==> config.mk <==
export PLATFORM = sky130hd
export DESIGN_NAME = sd_spi_slave
export DESIGN_NICKNAME = d
export VERILOG_FILES = /design/src/rtl/sd_spi_slave.sv
export SDC_FILE = /design/constraint.sdc
export NUM_CORES = 1
export LEC_CHECK = 0
export BUFFER_PORTS_ARGS = -buffer_cell sky130_fd_sc_hd__buf_2
export CAP_MARGIN = 20
export CORE_ASPECT_RATIO = 0.75
export CORE_MARGIN = 2
export CORE_UTILIZATION = 34
export CTS_CLUSTER_SIZE = 14
export DETAILED_ROUTE_END_ITERATION = 7
export GPL_TIMING_DRIVEN = 0
export SLEW_MARGIN = 30
export SYNTH_ARGS = -nofsm -noshare
export SYNTH_HDL_FRONTEND = slang
export SYNTH_SLANG_ARGS = --single-unit
==> constraint.sdc <==
create_clock -name clk_i -period 1.7 [get_ports clk_i]
set_input_delay 0.34 -clock clk_i [delete_from_list [all_inputs] [get_ports clk_i]]
set_output_delay 0.34 -clock clk_i [all_outputs]
set_load 0.02 [all_outputs]
==> src/rtl/sd_spi_slave.sv <==
// SPI mode-0 slave, MSB first, oversampled on clk_i.
// TX/RX byte buffers and status exposed on the MCU register bus.
module sd_spi_slave #(
  parameter logic [7:0] FILL_BYTE = 8'hFF,
  parameter int         SYNC_STG  = 2
) (
  input  logic       clk_i,
  input  logic       rst_i,
  input  logic       mcu_cs_i,
  input  logic       mcu_wr_i,
  input  logic       mcu_rd_i,
  input  logic [7:0] mcu_addr_i8,
  input  logic [7:0] mcu_wrdat_i8,
  output logic [7:0] mcu_rddat_o8,
  output logic       mcu_int_o,
  input  logic       spi_cs_n_i,
  input  logic       spi_sck_i,
  input  logic       spi_sdi_i,
  output logic       spi_sdo_o,
  output logic       spi_sdo_oe_o
);

  localparam logic [1:0] IDLE  = 2'd0;
  localparam logic [1:0] LOAD  = 2'd1;
  localparam logic [1:0] SHIFT = 2'd2;
  localparam logic [1:0] DONE  = 2'd3;

  logic [SYNC_STG-1:0] cs_sync;
  logic [SYNC_STG-1:0] sck_sync;
  logic [SYNC_STG-1:0] sdi_sync;
  logic                cs_d;
  logic                sck_d;

  // Not reset: a CS_n held low across rst_i must not
  // look like a fresh falling edge afterwards.
  always_ff @(posedge clk_i) begin
    cs_sync  <= {cs_sync[SYNC_STG-2:0], spi_cs_n_i};
    sck_sync <= {sck_sync[SYNC_STG-2:0], spi_sck_i};
    sdi_sync <= {sdi_sync[SYNC_STG-2:0], spi_sdi_i};
    cs_d     <= cs_sync[SYNC_STG-1];
    sck_d    <= sck_sync[SYNC_STG-1];
  end

  logic cs_s, sck_s, sdi_s;
  logic cs_fall, cs_rise, sck_rise, sck_fall;

  assign cs_s     = cs_sync[SYNC_STG-1];
  assign sck_s    = sck_sync[SYNC_STG-1];
  assign sdi_s    = sdi_sync[SYNC_STG-1];
  assign cs_fall  = cs_d & ~cs_s;
  assign cs_rise  = ~cs_d & cs_s;
  assign sck_rise = ~sck_d & sck_s;
  assign sck_fall = sck_d & ~sck_s;

  logic [1:0] state;
  logic [2:0] bitcnt;
  logic [7:0] rxsr;
  logic [7:0] txsr;
  logic [7:0] rxdat;
  logic [7:0] txbuf;
  logic       rxf, txe, ovr, undr, ien;
  logic       busy;

  logic wr_tx, wr_ctrl, rd_rx;

  assign wr_tx   = mcu_cs_i & mcu_wr_i
                 & (mcu_addr_i8 == 8'h00);
  assign wr_ctrl = mcu_cs_i & mcu_wr_i
                 & (mcu_addr_i8 == 8'h03);
  assign rd_rx   = mcu_cs_i & mcu_rd_i
                 & (mcu_addr_i8 == 8'h01);

  assign busy         = (state != IDLE);
  assign spi_sdo_oe_o = busy;
  assign mcu_int_o    = ien & (rxf | ovr | undr);

  // Later assignments win: set events beat MCU clears,
  // and a TXDAT write lands after LOAD has sampled TXE.
  always_ff @(posedge clk_i) begin
    if (rst_i) begin
      state     <= IDLE;
      bitcnt    <= 3'd0;
      rxsr      <= 8'h00;
      txsr      <= 8'h00;
      spi_sdo_o <= 1'b0;
      rxdat     <= 8'h00;
      txbuf     <= 8'h00;
      rxf       <= 1'b0;
      txe       <= 1'b1;
      ovr       <= 1'b0;
      undr      <= 1'b0;
      ien       <= 1'b0;
    end else begin
      if (rd_rx)
        rxf <= 1'b0;
      if (wr_ctrl) begin
        ien <= mcu_wrdat_i8[0];
        if (mcu_wrdat_i8[7]) begin
          ovr  <= 1'b0;
          undr <= 1'b0;
        end
      end
      unique case (state)
        IDLE: begin
          if (cs_fall)
            state <= LOAD;
        end
        LOAD: begin
          if (cs_rise) begin
            state     <= IDLE;
            bitcnt    <= 3'd0;
            rxsr      <= 8'h00;
            spi_sdo_o <= 1'b0;
          end else begin
            if (!txe) begin
              txsr      <= txbuf;
              txe       <= 1'b1;
              spi_sdo_o <= txbuf[7];
            end else begin
              txsr      <= FILL_BYTE;
              undr      <= 1'b1;
              spi_sdo_o <= FILL_BYTE[7];
            end
            bitcnt <= 3'd0;
            state  <= SHIFT;
          end
        end
        SHIFT: begin
          if (cs_rise) begin
            state     <= IDLE;
            bitcnt    <= 3'd0;
            rxsr      <= 8'h00;
            spi_sdo_o <= 1'b0;
          end else if (sck_rise) begin
            rxsr   <= {rxsr[6:0], sdi_s};
            bitcnt <= bitcnt + 3'd1;
            if (bitcnt == 3'd7)
              state <= DONE;
          end else if (sck_fall && bitcnt != 3'd0) begin
            txsr      <= {txsr[6:0], 1'b0};
            spi_sdo_o <= txsr[6];
          end
        end
        DONE: begin
          if (!rxf || rd_rx) begin
            rxdat <= rxsr;
            rxf   <= 1'b1;
          end else begin
            ovr <= 1'b1;
          end
          if (cs_rise) begin
            state     <= IDLE;
            bitcnt    <= 3'd0;
            spi_sdo_o <= 1'b0;
          end else begin
            state <= LOAD;
          end
        end
      endcase
      if (wr_tx) begin
        txbuf <= mcu_wrdat_i8;
        txe   <= 1'b0;
      end
    end
  end

  always_comb begin
    mcu_rddat_o8 = 8'h00;
    case (mcu_addr_i8)
      8'h01:   mcu_rddat_o8 = rxdat;
      8'h02:   mcu_rddat_o8 = {3'b000, undr, busy,
                               ovr, txe, rxf};
      8'h03:   mcu_rddat_o8 = {7'd0, ien};
      default: mcu_rddat_o8 = 8'h00;
    endcase
  end

endmodule
Word level (Yosys, flattened, before mapping)
Cells that the tools add are included.

Reduce and logical (&&, ||, !) cells: 17. Bitwise gates (word level): 16. Add/subtract/negate cells: 1. Equal/unequal tests: 19. Muxes and demuxes: 44.

Operators by type and width (number): two-way mux 7 bit (5); two-way mux 8 bit (3); case mux 8 bit (3 select lines) (1); two-way mux 1 bit (22); equality test 8 x 2 -> 1 bit, second input constant (2); case mux 8 bit (2 select lines) (1); != test 2 bit, second input constant (7); case mux 7 bit (2 select lines) (1); != test 3 bit, second input constant (4); bitwise AND 1 bit (10); two-way mux 2 bit (5); two-way mux 3 bit (3); case mux 3 bit (3 select lines) (1); AND reduction 3 bit (3); equality test 8 x 1 -> 1 bit, second input constant (1); logical NOT 8 bit (1); case mux 2 bit (4 select lines) (1); nonzero test 2 bit (3); nonzero test 3 bit (2); AND reduction 5 bit (1); equality test 2 bit, second input constant (2); NOT 1 bit (4); AND reduction 2 bit (2); AND reduction 4 bit (1); 10 further kinds (11).

Bits of input ports: 24. Logic and storage cells: 114. Output and inout bits: 11. Register bits: 50.

Logic depth before layout (Yosys ltp)
Gate-level depths: netlist (run 1).

Word-level depth: 7. Mapped depth: 8. Gate-level depth less buffers: 6.

Worst setup path after synthesis (run 1)
No wires, ideal clock.

Path type: register to register. From: register state[1]. To: register txsr[4]. Required time: 1.630 ns. Arrival time: 1.742 ns. Path buffers: 0. Clock period less this slack: 1.812 ns. Setup time: 0.070 ns. Cell stages (with the launch flop): 7. Setup slack: -0.112 ns. Cells stage by stage: dfxtp_1 > inv_1 > ha_1 > and3b_2 > o32a_4 > or4_1 > a21oi_1.

Cells in the longest elaborated chain, start to end: 3. Elaborated cells between the ends (all ways): 9. Those cells by class: eq/ne (6); mux (1); reduce/logical (2).

Ends and longest elaborated chain: from (decl) (RTL line 55) `logic [1:0] state;`; from (signal assigned) (RTL line 81) `state <= IDLE;`; from (signal assigned) (RTL line 106) `state <= LOAD;`; from (signal assigned) (RTL line 110) `state <= IDLE;`; equality test 2 bit or equality test 2 x 1 -> 1 bit (tied branches) (RTL line 103) `unique case (state)`; != test 2 bit (no source line) or nonzero test 2 bit (tied branches); AND reduction 5 bit (no source line); to (signal assigned) (RTL line 116) `txsr <= txbuf;`; to (signal assigned) (RTL line 140) `txsr <= {txsr[6:0], 1'b0};`; to (decl) (RTL line 58) `logic [7:0] txsr;`.

Parallel ways exist; a longest one is shown, timed or not. A chain may end at the register's enable or synchronous reset.

Worst setup path after layout (run 1)
From: register state[0]. To: output port mcu_rddat_o8[3].

Cells in the longest elaborated chain, start to end: 2.

Ends and longest elaborated chain: nonzero test 2 bit (RTL line 73) `assign busy = (state != IDLE);`; case mux 8 bit (3 select lines) (RTL line 169) `case (mcu_addr_i8)`; to (decl) (RTL line 14) `output logic [7:0] mcu_rddat_o8,`.

Every way passes these cells.

==> impl_metrics.csv, run 1 <==
group,metric,value,unit
setup_path,rr_endpoint,"txsr[4]",
run,maxCapViolCount,0,
sta,timing.setup.tns,0,ns
pwr,peakVddDrop,0.397,mV
global_routing,antenna_found_initial,0,
yosys,synth_nets,300,
yosys,yosys_register_bits,50,
cts,clock-sinks,50,
setup_path,cp_data_required_time,1.36,ns
floorplan,ios,35,
global_routing,grt_pass1_wl,9280,µm
setup_path,worstSetupStartpointType,"flop",
setup_path,worstRegToRegCells,6,
routing,via_count,2041,
final_layout,fin_area,2980,µm²
yosys,synth_fa_ha_area_share,3.83,%
yosys,synth_area_leaders,"dfxtp_1 (44%), mux2i_1 (8.3%), nand2_1 (6.4%)",
sta,rsz0062_at_grt,"yes",
yosys,synth_area,2290,µm²
routing,wire_per_inst,14.2,µm
pwr,power.density,915,nW/µm²
setup_path,path_max_fanout,5,
setup_path,cp.arrival,1.35,ns
hold_path,min_path_cells,1,
routing,antenna_left,0,
cts,htree_levels,2,
cts,cts_tree,"done",
sta,fmax,593,MHz
final_layout,drive_gt1_share,31.1,%
sta,drv_slew,0,
cts,clkTransAtPathRegs,0.09,ns
global_routing,overflow,0,
routing,dr.pass1.iters,4,
cts,cts_buffers,5,
yosys,synthCells,269,
pwr,finalPower,0.00273,W
floorplan,core,6410,µm²
setup_path,worstSetupPathType,"reg -> out",
global_routing,grt_max_degree,16,
routing,drtIter0Drc,104,
routing,drc,0,
outcome,status,"finished, final reports clean",
yosys,synth_xor_area_share,0,%
setup_path,end_kind,"primary output",
final_layout,fin_nets,355,
yosys,ys_types,44,
hold_path,hold_class,"in -> reg",
cts,hold_buffers,0,
global_routing,grt_pass1_vias,1889,
floorplan,start_util,35.7,%
yosys,synth_commonest_cells,"dfxtp_1 (50), nand2_1 (39), nand3_1 (24), nor2_1 (24), a21oi_1 (21)",
yosys,synth_top_family_by_area,"simple AND/OR/NAND/NOR gates",
floorplan,rows,25,
final_layout,n_antenna_cell,0,
yosys,yosysTopAreaCell,"dfxtp_1",
pwr,p_leak,1.19,nW
setup_path,timing.rr.start,"state[1]",
yosys,syn_avg_cell_area,8.51,µm²
yosys,synth_top_area_share,43.7,%
floorplan,die_h,75.1,µm
setup_path,crit_start,"state[0]",
sta,min_period_over_period,99.2,%
sta,max_slew_margin,56.9,%
placed_design,port_buffers,34,
yosys,synth.most_common_cell,"dfxtp_1",
sta,post-route-min-period,1.69,ns
floorplan,dieArea,7410,µm²
yosys,ys.flop_type,"dfxtp_1",
yosys,synth_mux_area_share,8.80,%
final_layout,area_growth,30.4,%
cts,worst_skew_pair.late_latency,0.30,ns
sta,hold_violations,0,
placed_design,hpwlAfterDp,3930,µm
sta,skew,0.00796,ns
floorplan,die_width,98.7,µm
cts,ctsLongestPathBuffers,2,
placed_design,placed_cell_area,2570,µm²
yosys,yosys_warnings,0,
yosys,synth_seq_area_share,43.7,%
yosys,synth-async-reset-ratio,0,%
sta,tightest_slew,0.647,ns
routing,viasPerCell,5.03,
yosys,synth_compound_area_share,17.2,%
cts,root_buffer,"clkbuf_8",
global_routing,track_usage,15.7,%
hold_path,hold_path.startpoint,"spi_sdi_i",
sta,setup_violations,0,
setup_path,r2r_setup_slack,0.05,ns
placed_design,gp_congestion,0.796,
routing,wl,5770,µm
yosys,yosys.area_share.simple,22.8,%
yosys,synth-edff-count,0,
hold_path,holdPathEnd,"sdi_sync[0]",
[flip-flops by register name (all words and copies together) (netlist names), 2 cells and up]
name,count
txsr,7
rxsr,8
sck_sync,2
state,2
bitcnt,3
txbuf,8
rxdat,8
cs_sync,2
sdi_sync,2
[kinds of logic after synthesis]
group	count (synthesis)
AOI/OAI and AO/OA	60
adders and majority gates	7
DFF	50
buffers and inverters	22
muxes	20
and+or+nand+nor	110
[layout make-up]
type	count	area (µm²)
tap	81	101
multi-input combinational	197	1350
sequential	50	1010
clock buffer	6	82.6
timing repair buffer	48	318
fill	622	3430
clock inverter	2	12.5
buffer	12	67.6
inverter	10	42.5
[worst max path at each step]
stage / endpoint / slack [ns] / cells after the start
CTS: mcu_rddat_o8[6] / -0.008 / 5
floorplan: txsr[4] / 0.003 / 6
detailed placement: txsr[6] / -0.32 / 8
global placement: txsr[6] / -0.29 / 8
finish: mcu_rddat_o8[3] / 0.01 / 6
global route: mcu_rddat_o8[3] / -0.1 / 6
[critical path, stage by stage, from the launching register on]
cell	delay (ns)
dfxtp_4	0.39
inv_2	0.06
ha_4	0.17
inv_4	0.07
a22oi_1	0.08
nor2_1	0.12
buf_4	0.15
[repair_timing]
action | in CTS | in global routing
resized for setup | 32 | 35
pin swaps | 7 | 7
buffers inserted | 10 | 4
gates cloned | 0 | 0
setup endpoints to repair | 37 | 34
[cells in the final DEF, fill, tap and decap left out, types with 4 or more instances in the layout]
cell type,n
dfxtp_1,46
nand2_1,38
buf_2,27
nand3_1,24
nor2_1,20
a21oi_1,19
mux2i_1,19
buf_4,17
o21ai_0,15
clkbuf_1,6
clkbuf_8,6
buf_6,6
a22oi_1,4
inv_1,4
[layer usage]
metal | global-route usage [%] | part of all wire [%] | vias to the layer above
met3 | 3.62 | 4.5 | 8
met1 | 22.7 | 53 | 932
met2 | 24.3 | 42 | 45
li1 | - | - | 1056
met5 | 0 | 0 | -
met4 | 3.65 | 0.80 | 0
[through the flow]
stage / instances / hold slack (ns) / utilization [%] / setup slack (ns)
3_3_place_gp: 384 / 0.312 / 40.1 / -0.287
5_1_grt: 406 / 0.117 / 46.5 / -0.0971
6_report: 406 / 0.133 / 46.5 / 0.0142
4_1_cts: 402 / 0.124 / 44.3 / -0.00799
2_1_floorplan: 269 / 0.310 / - / 0.00279
3_5_place_dp: 384 / 0.312 / 40.1 / -0.319
[where the power goes]
part	switching [W]	internal [W]
combinational	0.000374	0.000299
clock	0.000404	0.000328
sequential	0.0000616	0.00126
No activity file was read; power rests on OpenSTA's default activity.
==> inputs of run 2 (changes only) <==
- SETUP_SLACK_MARGIN: default -> 0.3
==> impl_metrics.csv, run 2 (synthesis results as in run 1) <==
group,metric,value,unit
cts,htree_levels,2,
routing,via_count,2148,
final_layout,drive_gt1_share,40.1,%
setup_path,worstRegToRegCells,6,
pwr,swShare,28.2,%
routing,drc,0,
hold_path,min_path_cells,1,
placed_design,dpl_worst_slack,-0.106,ns
pwr,p_leak,1.31,nW
routing,wl,6050,µm
pwr,seq_power_share,41.6,%
global_routing,use_met3,3.44,%
pwr,power.density,945,nW/µm²
setup_path,end_kind,"primary output",
global_routing,overflow,0,
floorplan,die_width,98.7,µm
floorplan,dieArea,7410,µm²
placed_design,port_buffers,34,
cts,ctsLongestPathBuffers,2,
floorplan,start_util,35.7,%
cts,cts_tree,"done",
setup_path,cp.arrival,1.34,ns
placed_design,hpwlAfterDp,3940,µm
placed_design,placed_cell_area,2690,µm²
sta,setup_violations,0,
floorplan,rows,25,
final_layout,n_antenna_cell,0,
cts,worst_skew_pair.late_latency,0.29,ns
pwr,power_switching,0.000907,W
setup_path,cp_data_required_time,1.36,ns
sta,fmax,596,MHz
sta,min_period_over_period,98.7,%
outcome,status,"finished, final reports clean",
setup_path,timing.rr.start,"state[1]",
setup_path,path_max_fanout,5,
final_layout,largestRegisters,"rxdat (8), rxsr (8), txbuf (8)",
cts,cts_buffers,5,
routing,wire_per_inst,14.6,µm
setup_path,slowest_stage,"dfxtp_4",
routing,antenna_left,0,
final_layout,layout_commonest_cell,"dfxtp_1",
sta,setup_ws,0.0225,ns
floorplan,die_h,75.1,µm
sta,max_slew_margin,57.8,%
setup_path,worstSetupStartpointType,"flop",
global_routing,use_met2,27.5,%
sta,tightest_slew,0.633,ns
setup_path,r2r_setup_slack,0.02,ns
sta,rsz0062_at_grt,"yes",
final_layout,fin_area,3400,µm²
global_routing,grt_max_degree,16,
global_routing,use_met1,21.6,%
floorplan,ios,35,
floorplan,core,6410,µm²
final_layout,fin_nets,364,
hold_path,hold_class,"in -> reg",
cts,root_buffer,"clkbuf_8",
global_routing,busiest_layer,"met2",
run,maxCapViolCount,0,
pwr,pwr-share-comb,26.6,%
sta,hold_violations,0,
global_routing,grt_pass1_vias,2053,
cts,clock-sinks,50,
routing,drtIter0Drc,70,
routing,viasPerCell,5.18,
final_layout,area_growth,48.8,%
sta,skew,0.00539,ns
pwr,pwr-share-clk,31.8,%
setup_path,rr_endpoint,"txsr[4]",
global_routing,grt_pass1_wl,9560,µm
final_layout,num-fill-cells,577,
cts,clkTransAtPathRegs,0.09,ns
pwr,peakVddDrop,0.368,mV
routing,dr.pass1.iters,4,
final_layout,final_cell_mix,"dfxtp_1 (42), nand2_1 (38), buf_2 (25)",
placed_design,gp_congestion,0.790,
setup_path,crit_top_cell,"inv_4",
setup_path,crit_chain,"inv_4 > ha_4 > inv_4 > a22oi_2 > nor2_4 > buf_6",
sta,post-route-min-period,1.68,ns
sta,drv_slew,0,
pwr,p_int,0.00231,W
setup_path,worstSetupPathType,"reg -> out",
hold_path,holdPathEnd,"sdi_sync[0]",
global_routing,antenna_found_initial,0,
global_routing,track_usage,16.0,%
setup_path,cp_slowest_stage_delay,0.38,ns
hold_path,hold_path.startpoint,"spi_sdi_i",
run 2: cell types whose count changed in the layout (fill, tap and decap cells not counted), sizes merged:
cell | previous run | this run
clkinvlp | 1 | 0
clkbuf | 15 | 14
clkinv | 2 | 1
buf | 51 | 61
bufinv | 0 | 2
run 2: worst max path at each step:
stage	from	to	slack, ns	cells after the start
CTS	state[1]	txsr[4]	-0.008	6
detailed placement	state[0]	rxsr[2]	-0.11	6
finish	state[0]	mcu_rddat_o8[3]	0.02	6
global placement	state[0]	rxsr[5]	-0.08	6
floorplan	bitcnt[1]	txsr[4]	0.06	6
global route	state[0]	mcu_rddat_o8[3]	-0.03	6
run 2: area by class of cell:
type / instances / area [µm²] / area share, %
inverters: 10 / 45.0 / 1.32
clock inverters: 2 / 60.1 / 1.76
repair buffers: 57 / 474 / 13.9
multi-input cells: 197 / 1530 / 45.0
well taps: 81 / 101 / 2.98
clock buffers: 6 / 82.6 / 2.43
flip-flops and latches: 50 / 1020 / 29.8
plain buffers: 12 / 93.8 / 2.76
run 2: layer usage:
layer	vias up	share of wire, %	wire (µm)
li1	1071	-	-
met1	1018	49	2940
met2	50	46	2760
met3	9	4.4	268
met4	0	1.3	77
met5	-	0	0
run 2: power by group through the flow:
stage | clock network (W) | registers (W) | logic (W)
final | 0.00102 | 0.00134 | 0.000856
after global routing | 0.00109 | 0.00135 | 0.000920
after global placement | 0 | 0.00134 | 0.000537
after CTS | 0.00104 | 0.00133 | 0.000694
after detailed placement | 0 | 0.00135 | 0.000542
after floorplan | 0 | 0.00134 | 0.000391
run 2: what timing repair did:
action                     CTS  global route
setup endpoints to repair   39            51
resized for setup           59            44
setup buffers               14             8
hold buffers                 0             0
cloned                       0             1
pin swaps                   21            22
run 2: critical path, delay by kind of cell, from the launching register on:
family / cells / cell delay (ns)
buffers and inverters: 3 / 0.25
flip-flops: 1 / 0.38
AO/OA/AOI/OAI: 1 / 0.21
adder cells (fa/ha/maj): 1 / 0.15
AND/OR/NAND/NOR: 1 / 0.05
run 2: per-stage QoR:
stage | cells | power, W | util, % | hold slack, ns | setup TNS [ns]
after floorplan | 269 | 0.00173 | - | 0.310 | 0
final | 415 | 0.00322 | 53.1 | 0.138 | 0
after CTS | 406 | 0.00306 | 49.4 | 0.131 | -0.00796
after global placement | 384 | 0.00188 | 42.0 | 0.313 | -0.716
after detailed placement | 384 | 0.00189 | 42.0 | 0.312 | -0.989
after global routing | 415 | 0.00336 | 53.1 | 0.119 | -0.0472
==> inputs of run 3 (changes only) <==
- ABC_AREA: default -> 1
==> impl_metrics.csv, run 3 <==
group,metric,value,unit
outcome,status,"finished, final reports clean",
final_layout,layout_commonest_cell,"dfxtp_1",
hold_path,hold_class,"in -> reg",
sta,tightest_slew,0.598,ns
sta,hold_violations,0,
placed_design,gp_congestion,0.812,
yosys,synth_top_area_share,42.9,%
pwr,p_leak,1.40,nW
yosys,syn_avg_cell_area,7.00,µm²
placed_design,hpwlAfterDp,4050,µm
cts,clock-sinks,50,
global_routing,overflow,0,
placed_design,place_inst,451,
yosys,synth-edff-count,0,
sta,setup_violations,0,
setup_path,worstSetupPathType,"in -> out",
routing,drc,0,
routing,wl,6200,µm
cts,hold_buffers,0,
global_routing,grt_pass1_vias,2020,
yosys,synth_commonest_cells,"nor2_1 (55), dfxtp_1 (50), nand2_1 (50), a21oi_1 (47), inv_1 (39)",
yosys,synth_area_leaders,"dfxtp_1 (43%), a21oi_1 (10%), nor2_1 (8.9%)",
final_layout,num-fill-cells,650,
setup_path,cp.arrival,1.22,ns
sta,fmax,639,MHz
setup_path,path_max_fanout,7,
floorplan,core,6730,µm²
sta,max_slew_margin,60.2,%
cts,cts_tree,"done",
placed_design,dpl_worst_slack,-0.0257,ns
final_layout,largestRegisters,"rxdat (8), rxsr (8), txbuf (8)",
final_layout,fin_nets,430,
yosys,synth_area,2330,µm²
global_routing,track_usage,15.7,%
global_routing,antenna_found_initial,0,
setup_path,cp_data_required_time,1.36,ns
yosys,synth-async-reset-ratio,0,%
yosys,synthCells,333,
floorplan,rows,26,
routing,dr.pass1.iters,4,
yosys,ys.flop_type,"dfxtp_1",
placed_design,placed_cell_area,2640,µm²
floorplan,dieArea,7540,µm²
yosys,yosysTopAreaCell,"dfxtp_1",
final_layout,final_util,50.8,%
floorplan,start_util,34.6,%
final_layout,final_cell_mix,"dfxtp_1 (45), a21oi_1 (41), nor2_1 (40)",
final_layout,fin_area,3420,µm²
yosys,synth_nets,364,
floorplan,ios,35,
yosys,yosys_warnings,0,
pwr,peakVddDrop,0.478,mV
routing,via_count,2322,
sta,min_period_over_period,92.0,%
run,maxCapViolCount,0,
setup_path,end_kind,"primary output",
routing,viasPerCell,4.80,
cts,root_buffer,"clkbuf_8",
sta,drv_slew,0,
yosys,ys_types,23,
cts,ctsLongestPathBuffers,2,
sta,rsz0062_at_grt,"yes",
routing,antenna_left,0,
cts,worst_skew_pair.late_latency,0.31,ns
pwr,power.density,1310,nW/µm²
global_routing,grt_max_degree,17,
setup_path,worstSetupStartpointType,"primary input",
cts,htree_levels,2,
final_layout,n_antenna_cell,0,
routing,drtIter0Drc,95,
sta,setup_ws,0.135,ns
floorplan,die_width,99.6,µm
cts,cts_buffers,5,
floorplan,die_h,75.7,µm
final_layout,final_cells,484,
global_routing,grt_pass1_wl,9350,µm
final_layout,area_growth,46.6,%
final_layout,drive_gt1_share,39.3,%
routing,wire_per_inst,12.8,µm
sta,post-route-min-period,1.56,ns
yosys,synth_seq_area_share,42.9,%
cts,clkTransAtPathRegs,0.09,ns
sta,skew,0.00759,ns
yosys,yosys_register_bits,50,
yosys,synth.most_common_cell,"nor2_1",
placed_design,port_buffers,34,
sta,timing.setup.tns,0,ns
[run 3: cell count changes after synthesis, sizes merged, moves of 6 or more]
cell / change
nor2: +34
o21ai: +18
mux2i: -19
buf: +6
nand2: +15
a21oi: +26
inv: +36
clkbuf: -8
[run 3: kinds of logic (layout without fill, tap and decap cells)]
kind of cell	Yosys count	count (layout)	share of synthesized area, %
AOI/OAI and AO/OA	83	83	18.9
buffers and inverters	56	122	9.60
adders and majority gates	7	7	3.76
and+or+nand+nor	137	138	24.8
DFF	50	50	42.9
[run 3: metal layers]
metal  track usage (%)  vias to the layer above  share of wire (%)
li1                  -                     1201                  -
met1              21.0                     1048                 48
met2              26.8                       67                 46
met3              2.48                        6                4.5
met4              4.57                        0               0.97
met5                 0                        -                  0
[run 3: timing repair]
action                                  CTS  global route
endpoints found under the setup margin   40            35
gates cloned                              3             0
setup buffers                            13             9
endpoints found under the hold margin     0             0
pin swaps                                18            26
resized for setup                        78            78
[run 3: path summary, 6_finish.rpt]
kind,startpoint,depth (start not counted),slack [ns],endpoint
hold reg to reg,sdi_sync[0],0,0.33,sdi_sync[1]
hold / removal,spi_sck_i,1,0.13,sck_sync[0]
setup reg to reg,state[1],9,0.24,rxsr[0]
setup / recovery,mcu_addr_i8[7],7,0.14,mcu_rddat_o8[1]
[run 3: cell type report]
class	count	area (µm²)	area share [%]
tap	84	105	3.07
timing repair buffer	57	457	13.4
buffer	10	87.6	2.56
clock inverter	3	45.0	1.32
sequential	50	1010	29.5
clock buffer	5	68.8	2.01
multi-input combinational	228	1440	42.0
timing repair inverter	1	6.26	0.183
inverter	46	203	5.93
[run 3: critical path, cell delays in order]
cell and delay (ns):
buf_6 0.10, nor2_4 0.13, nand2_4 0.08, nor2_4 0.23, nand2_1 0.11, o21ai_2 0.10, buf_6 0.14
[run 3: report_power, final]
part / total, W / internal, W / switching, W
Combinational: 0.00206 / 0.000928 / 0.00114
Clock: 0.000844 / 0.000438 / 0.000406
Sequential: 0.00157 / 0.00141 / 0.000154
[run 3: metrics by stage]
step / hold WS (ns) / power (W)
after floorplan: 0.310 / 0.00249
after global placement: 0.311 / 0.00278
after detailed placement: 0.312 / 0.00279
after CTS: 0.124 / 0.00400
after global routing: 0.115 / 0.00475
final: 0.132 / 0.00447
